### src/rtl/gdiv_nch.sv
// gdiv_nch: multi-channel unary gradient divider.
// Each channel runs a saturating up/down counter. The counter climbs on
// dividend and falls on (counter >= random number) & divisor, so it settles
// where the comparison density equals dividend/divisor. A shared warm-up FSM
// masks the quotient until the counters have had time to settle.
// The FSM state is held in the enum signal `state` so checkers can bind to it.
module gdiv_nch #(
  parameter int CWIDTH = 4,
  parameter int NCH    = 2,
  parameter int INIT   = 2 ** (CWIDTH - 1),
  parameter int WARMUP = 16
) (
  input  logic                    clk,
  input  logic                    rst,
  input  logic                    en,
  input  logic                    clr,
  input  logic [NCH*CWIDTH-1:0]   rand_num,
  input  logic [NCH-1:0]          dividend,
  input  logic [NCH-1:0]          divisor,
  output logic [NCH-1:0]          quotient,
  output logic                    out_valid,
  output logic [NCH*CWIDTH-1:0]   cnt_out
);

  localparam int WW = (WARMUP < 1) ? 1 : $clog2(WARMUP + 1);
  localparam logic [CWIDTH-1:0] INIT_V = CWIDTH'(INIT);
  localparam logic [CWIDTH-1:0] CMAX   = '1;
  localparam logic [CWIDTH-1:0] CMIN   = '0;
  // Last warm-up count; unused when WARMUP is 0 because reset goes straight to RUN.
  localparam logic [WW-1:0] WLAST = WW'((WARMUP > 0) ? WARMUP - 1 : 0);

  typedef enum logic {
    WARM = 1'b0,
    RUN  = 1'b1
  } state_t;

  localparam state_t RST_STATE = (WARMUP == 0) ? RUN : WARM;

  state_t                     state;
  state_t                     state_nxt;
  logic [WW-1:0]              wcnt;
  logic [WW-1:0]              wcnt_nxt;
  logic [NCH-1:0][CWIDTH-1:0] cnt;
  logic [NCH-1:0][CWIDTH-1:0] cnt_nxt;
  logic [NCH-1:0]             cmp;
  logic [NCH-1:0]             inc;
  logic [NCH-1:0]             dec;

  // Per-channel comparison and saturating step decision.
  always_comb begin
    cmp     = '0;
    inc     = '0;
    dec     = '0;
    cnt_nxt = cnt;
    for (int i = 0; i < NCH; i++) begin
      cmp[i] = (cnt[i] >= rand_num[i*CWIDTH +: CWIDTH]);
      inc[i] = dividend[i];
      dec[i] = cmp[i] & divisor[i];
      if (inc[i] && !dec[i] && (cnt[i] != CMAX)) begin
        cnt_nxt[i] = cnt[i] + CWIDTH'(1);
      end else if (!inc[i] && dec[i] && (cnt[i] != CMIN)) begin
        cnt_nxt[i] = cnt[i] - CWIDTH'(1);
      end
    end
  end

  // Counter register: reset/clear reload INIT, otherwise step only when enabled.
  always_ff @(posedge clk) begin
    if (rst || clr) begin
      for (int i = 0; i < NCH; i++) begin
        cnt[i] <= INIT_V;
      end
    end else if (en) begin
      cnt <= cnt_nxt;
    end
  end

  // Warm-up FSM next state: count enabled cycles, release after WARMUP of them.
  always_comb begin
    state_nxt = state;
    wcnt_nxt  = wcnt;
    if (en && (state == WARM)) begin
      if (wcnt == WLAST) begin
        state_nxt = RUN;
      end else begin
        wcnt_nxt = wcnt + WW'(1);
      end
    end
  end

  // Warm-up FSM state register; rst and clr both restart warm-up.
  always_ff @(posedge clk) begin
    if (rst || clr) begin
      state <= RST_STATE;
      wcnt  <= '0;
    end else begin
      state <= state_nxt;
      wcnt  <= wcnt_nxt;
    end
  end

  assign out_valid = (state == RUN);
  assign quotient  = cmp & {NCH{out_valid}};
  assign cnt_out   = cnt;

endmodule

### config.mk
export PLATFORM = sky130hd
export DESIGN_NAME = gdiv_nch
export DESIGN_NICKNAME = d
export VERILOG_FILES = /design/src/rtl/gdiv_nch.sv
export SDC_FILE = /design/constraint.sdc
export NUM_CORES = 1
export LEC_CHECK = 0
export BUFFER_PORTS_ARGS = -buffer_cell sky130_fd_sc_hd__buf_2
export CAP_MARGIN = 10
export CELL_PAD_IN_SITES_DETAIL_PLACEMENT = 0
export CELL_PAD_IN_SITES_GLOBAL_PLACEMENT = 1
export CORE_ASPECT_RATIO = 1.5
export CORE_MARGIN = 2
export CORE_UTILIZATION = 35
export CTS_CLUSTER_DIAMETER = 60
export CTS_CLUSTER_SIZE = 30
export DETAILED_ROUTE_END_ITERATION = 7
export GPL_TIMING_DRIVEN = 0
export PLACE_DENSITY_LB_ADDON = 0.25
export SETUP_SLACK_MARGIN = 0.4
export SLEW_MARGIN = 15
export SYNTH_ARGS = -nofsm -noshare
export SYNTH_HDL_FRONTEND = slang
export SYNTH_SLANG_ARGS = --single-unit
export TNS_END_PERCENT = 1
### constraint.sdc
create_clock -name clk -period 3.7 [get_ports clk]
set_clock_uncertainty 0.15 [all_clocks]
set_input_delay 0.37 -clock clk [delete_from_list [all_inputs] [get_ports clk]]
set_output_delay 0.37 -clock clk [all_outputs]
set_load 0.1 [all_outputs]
# Word-level counts from Yosys, hierarchy flattened
# Index checks and enable logic that the tools add are counted.
# op_classes
reduce_logical,22
n_eq_ne,3
bitwise,5
magnitude_cmp,2
n_mux,4
addsub,5
# op_table
op,count
$mux 4,4
$logic_and 1x1->1,9
$add 4x1->4 const B,2
$ge 4x4->1,2
$ne 4x4->1 const B,2
$reduce_and 2->1,4
$reduce_bool 4->1,2
$sub 4x1->4 const B,2
$add 5x1->5 const B,1
$eq 5x4->1 const B,1
$logic_not 1->1,4
$reduce_bool 2->1,2
$and 1x1->1,2
$and 2x2->2,1
$not 1->1,2
$logic_or 1x1->1,1
# totals
register_bits,14
word_cells,45
output_inout_bits,11

# Depth between registers and ports, before layout
# logic_depth
word_depth,7
mapped_depth,12
depth_no_buf,12

# Worst setup path before layout
# No wires, ideal clock.
# synth_path
kind,register to register
startpoint,"register cnt, in the netlist cnt_out[4]"
endpoint,"register cnt, in the netlist cnt_out[7]"
arrival_time_ps,3617
required_ps,3435
synth_period_minus_slack_ps,3882
path_slack_ps,-182
stages_incl_launch_ff,13
setup_time_ps,115
cell_sequence,dfxtp_1 -> inv_1 -> ha_1 -> nand2b_1 -> a2111o_1 -> nand3_1 -> nand3_1 -> ha_1 -> a21oi_1 -> nand2_1 -> or4_2 -> a21oi_1 -> nor2_1
# synth_between
elab_chain_cells,7
# synth_rtl
item,line_no,rtl
"start, declared",43,logic [NCH-1:0][CWIDTH-1:0] cnt;
"start signal, assigned",74,cnt <= cnt_nxt;
$ge 4x4->1,56,cmp[i] = (cnt[i] >= rand_num[i*CWIDTH +: CWIDTH]);
$and 1x1->1,58,dec[i] = cmp[i] & divisor[i];
$logic_not 1->1,59,if (inc[i] && !dec[i] && (cnt[i] != CMAX)) begin
$logic_and 1x1->1 (2 in a row),59,
$reduce_bool 2->1 (no source line),--,
$reduce_and 2->1 (no source line),--,
# Several ways; a longest one is shown, not always the timed one. The select of a mux whose other input is x is not followed.
# A chain may end at the register's enable or synchronous reset.

# Worst setup path in the final report
# Ends and elaborated chain as after synthesis.

==> results by group <==
Outcome
  – Status: complete, no violations

Synth
  – Synthesized flop and latch total: 14
  – Syn Inst Count: approximately 130
  – Syn nets: between 150 and 200
  – Async SR Flop Fraction: 0
  – Seq/Total Area, Yosys: 0.253
  – Post-synth cell types: 42
  – Mean Syn Cell Area: between 8 and 9 um2
  – Synthesized area: ~1100 um2
  – Ys flop type: dfxtp_1
  – Post-synth EDFFs: 0
  – Yosys warns: 0

Global routing
  – Largest net degree at the start of global routing: 11
  – Grt ovf: 0
  – First-pass GRT wire length: approximately 4400 um
  – Initial antenna violation count: 0
  – Total GRT Usage: 0.154
  – Vias in the first global route: ~1000

Cells and area
  – Post-route insts no fill: approximately 200
  – Ant. Diodes: 0
  – Final nets: approximately 190
  – Most frequent cells in the layout: buf_2 (26), ha_1 (13), inv_1 (11), nor2_1 (10), o21ai_0 (9)
  – Layout cell share with drive strength beyond 1: 0.327
  – Filler cells: between 300 and 400
  – Area Overhead vs Synth: 24.5%
  – Most common cell after layout, fill and taps aside: buf_2

Floorplan
  – Die ar.: about 3600 um2
  – Core area: slightly above 3000 um2
  – I/O pin cnt: 27
  – Die X: about 50 um
  – Die height: approximately 73 um
  – Initial Util: 0.357
  – Cell Rows: 25

Route
  – TritonRoute pass-1 iters: 4
  – DRC violations left: 0
  – Met3 Routed Length: about 90 um
  – Via density: about 5.3
  – Wire length on met2: 1230 um
  – Vias: approximately 1000
  – Routed Antenna Nets: 0
  – First DRT Iteration DRCs: 12
  – Top sig layer: met4
  – Final WL: between 2000 and 2500 um
  – Met1 WL: 1020 um
  – Post-DR wirelength/cell: ~12 um

STA
  – Slew at the pin with the worst max-slew slack: slightly above 0.5 ns
  – Minimum clock period: around 3.1 ns
  – Tcrit/Tclk final: 0.840
  – RSZ-0062 raised after global routing: no
  – Max-slew violation count: 0
  – Fmax: around 0.32 GHz
  – Worst slew margin: 0.659
  – Setup TNS: 0 ns
  – Number of setup violations in the final report: 0
  – Fin. Hold Viols: 0

Critical path
  – Crit path max-delay family: simple AND/OR/NAND/NOR gates
  – Critical path required time: around 3.7 ns
  – Worst path cell trace: inv_1, ha_1, nand2b_1, a2111o_1, nand3_2, nand3_2, ha_4, a21oi_2, nand2_1, or4_2, a21oi_1, nor2_1
  – CP Capture Type: flip-flop
  – R2R Path Start: cnt_out[4]
  – Worst-case reg-to-reg path depth: 12
  – Critical Path Sink: cnt_out[7]
  – Crit Path Class: reg2reg
  – Levels on crit path: 12
  – Reg2reg setup slack: roughly 0.59 ns
  – Buf/Inv on CP: 1
  – Worst setup startpoint: cnt_out[4]
  – Data arrival time of the critical path: 3.10 ns
  – CP dominant cell by count: nand3_2
  – Slowest cell on crit path: or4_2
  – Largest stage delay, worst path: approximately 0.60 ns
  – Reg-to-Reg End: cnt_out[7]
  – Crit-path max FO: 8
  – Startpoint Class: flip-flop

Clock tree
  – TritonCTS Buffers: 3
  – Clk root buf: clkbuf_8
  – Clk pin slew, worst setup/hold paths: 0.06 ns
  – CTS H-tree lvls: 1
  – CTS Sinks: 14
  – Clk buf depth: 2
  – Worst-Skew Late Latency: 0.24 ns
  – Total setup buffers inserted after CTS: 0
  – CTS tree: yes

Place
  – Input/output buffers: 26
  – RePlAce Congestion: 0.836
  – Placed Cells: 192
  – Dpl hpwl: 1960 um

Job
  – Max-cap violations: 0

Power and ir drop
  – Peak supply drop: between 0.2 and 0.25 mV
  – P_leak: approximately 0.65 nW
  – PwrDens: slightly above 300 nW/um2

Hold path
  – Worst min path class: in2reg
==> layer usage <==
metal  vias up  GRT usage
li1        531          -
met1       487      0.171
met2        23      0.283
met3         4     0.0225
met4         0     0.0710
met5         -          0
==> sequential cells by signal (all words and copies together), names as in the netlist <==
name / flops
cnt_out: 8
wcnt: 5
out_valid: 1
==> stage by stage <==
| step | setup WS (ns) | utilization | power, mW | hold slack (ns) | area (um2) |
|---|---|---|---|---|---|
| after global routing | 0.410 | 0.445 | 0.448 | 0.306 | 1380 |
| after floorplan | 0.370 | - | 0.244 | 0.322 | 1120 |
| final | 0.593 | 0.445 | 0.420 | 0.300 | 1380 |
| after global placement | 0.341 | 0.419 | 0.268 | 0.337 | 1300 |
| after CTS | 0.444 | 0.440 | 0.426 | 0.298 | 1360 |
| after detailed placement | 0.319 | 0.419 | 0.271 | 0.342 | 1300 |
==> worst min-delay path, stage by stage <==
cell     delay (ns)
buf_2          0.09
nor2_1         0.08
o311a_1        0.11
==> how the worst min path moves through the flow <==
stage / end / cells after the start / startpoint / slack [ns]
2_1_floorplan: wcnt[3] / 2 / wcnt[3] / 0.32
3_3_place_gp: wcnt[3] / 2 / wcnt[3] / 0.34
3_5_place_dp: wcnt[4] / 2 / wcnt[4] / 0.34
4_1_cts: cnt_out[6] / 3 / rst / 0.30
5_1_grt: cnt_out[6] / 3 / rst / 0.31
6_report: cnt_out[2] / 3 / rst / 0.30
==> synth_stat cells, types with 2 or more instances <==
cell type	n	area, um2
inv_1	11	41.3
o21ai_0	9	45.0
nor3_1	4	20.0
a21oi_1	6	30.0
and3_1	3	18.8
xnor2_1	3	26.3
or3b_1	2	17.5
nor2_1	10	37.5
nand2b_1	3	18.8
o311a_1	2	20.0
ha_1	14	175
o21a_1	2	15.0
dfxtp_1	14	280
xor2_1	2	17.5
or4_1	2	15.0
nand3_1	7	35.0
nand2_1	2	7.51
nand4_1	4	25.0
fa_1	2	40.0
a2111o_1	2	22.5
==> kinds of logic after synthesis <==
kind of cell	count (synthesis)	share of synthesized area
multiplexers	1	0.00905
flip-flops	14	0.253
XOR/XNOR	5	0.0396
buffers and inverters	12	0.0407
AND/OR/NAND/NOR	50	0.287
adder cells (fa/ha/maj)	16	0.195
AO/OA/AOI/OAI	28	0.175
==> layout make-up <==
class	count	area [um2]	area share
multi-input combinational	100	807	0.586
inverter	11	41.3	0.0300
timing repair buffer	26	130	0.0945
clock buffer	4	55.1	0.0400
sequential	14	290	0.211
tap	40	50.0	0.0363
buffer	1	3.75	0.00272
==> where the power goes <==
group	leakage (nW)	switching, mW	total, mW	internal, mW
clock	0.0288	0.0553	0.149	0.0942
sequential	0.116	0.00778	0.163	0.155
combinational	0.502	0.0667	0.107	0.0404
total	0.647	0.130	0.420	0.290
==> timing repair <==
item,in CTS,in global routing
endpoints found under the hold margin,0,0
hold buffers,0,0
endpoints found under the setup margin,1,1
resized for setup,2,2
No activity file was read; power rests on OpenSTA's default activity.
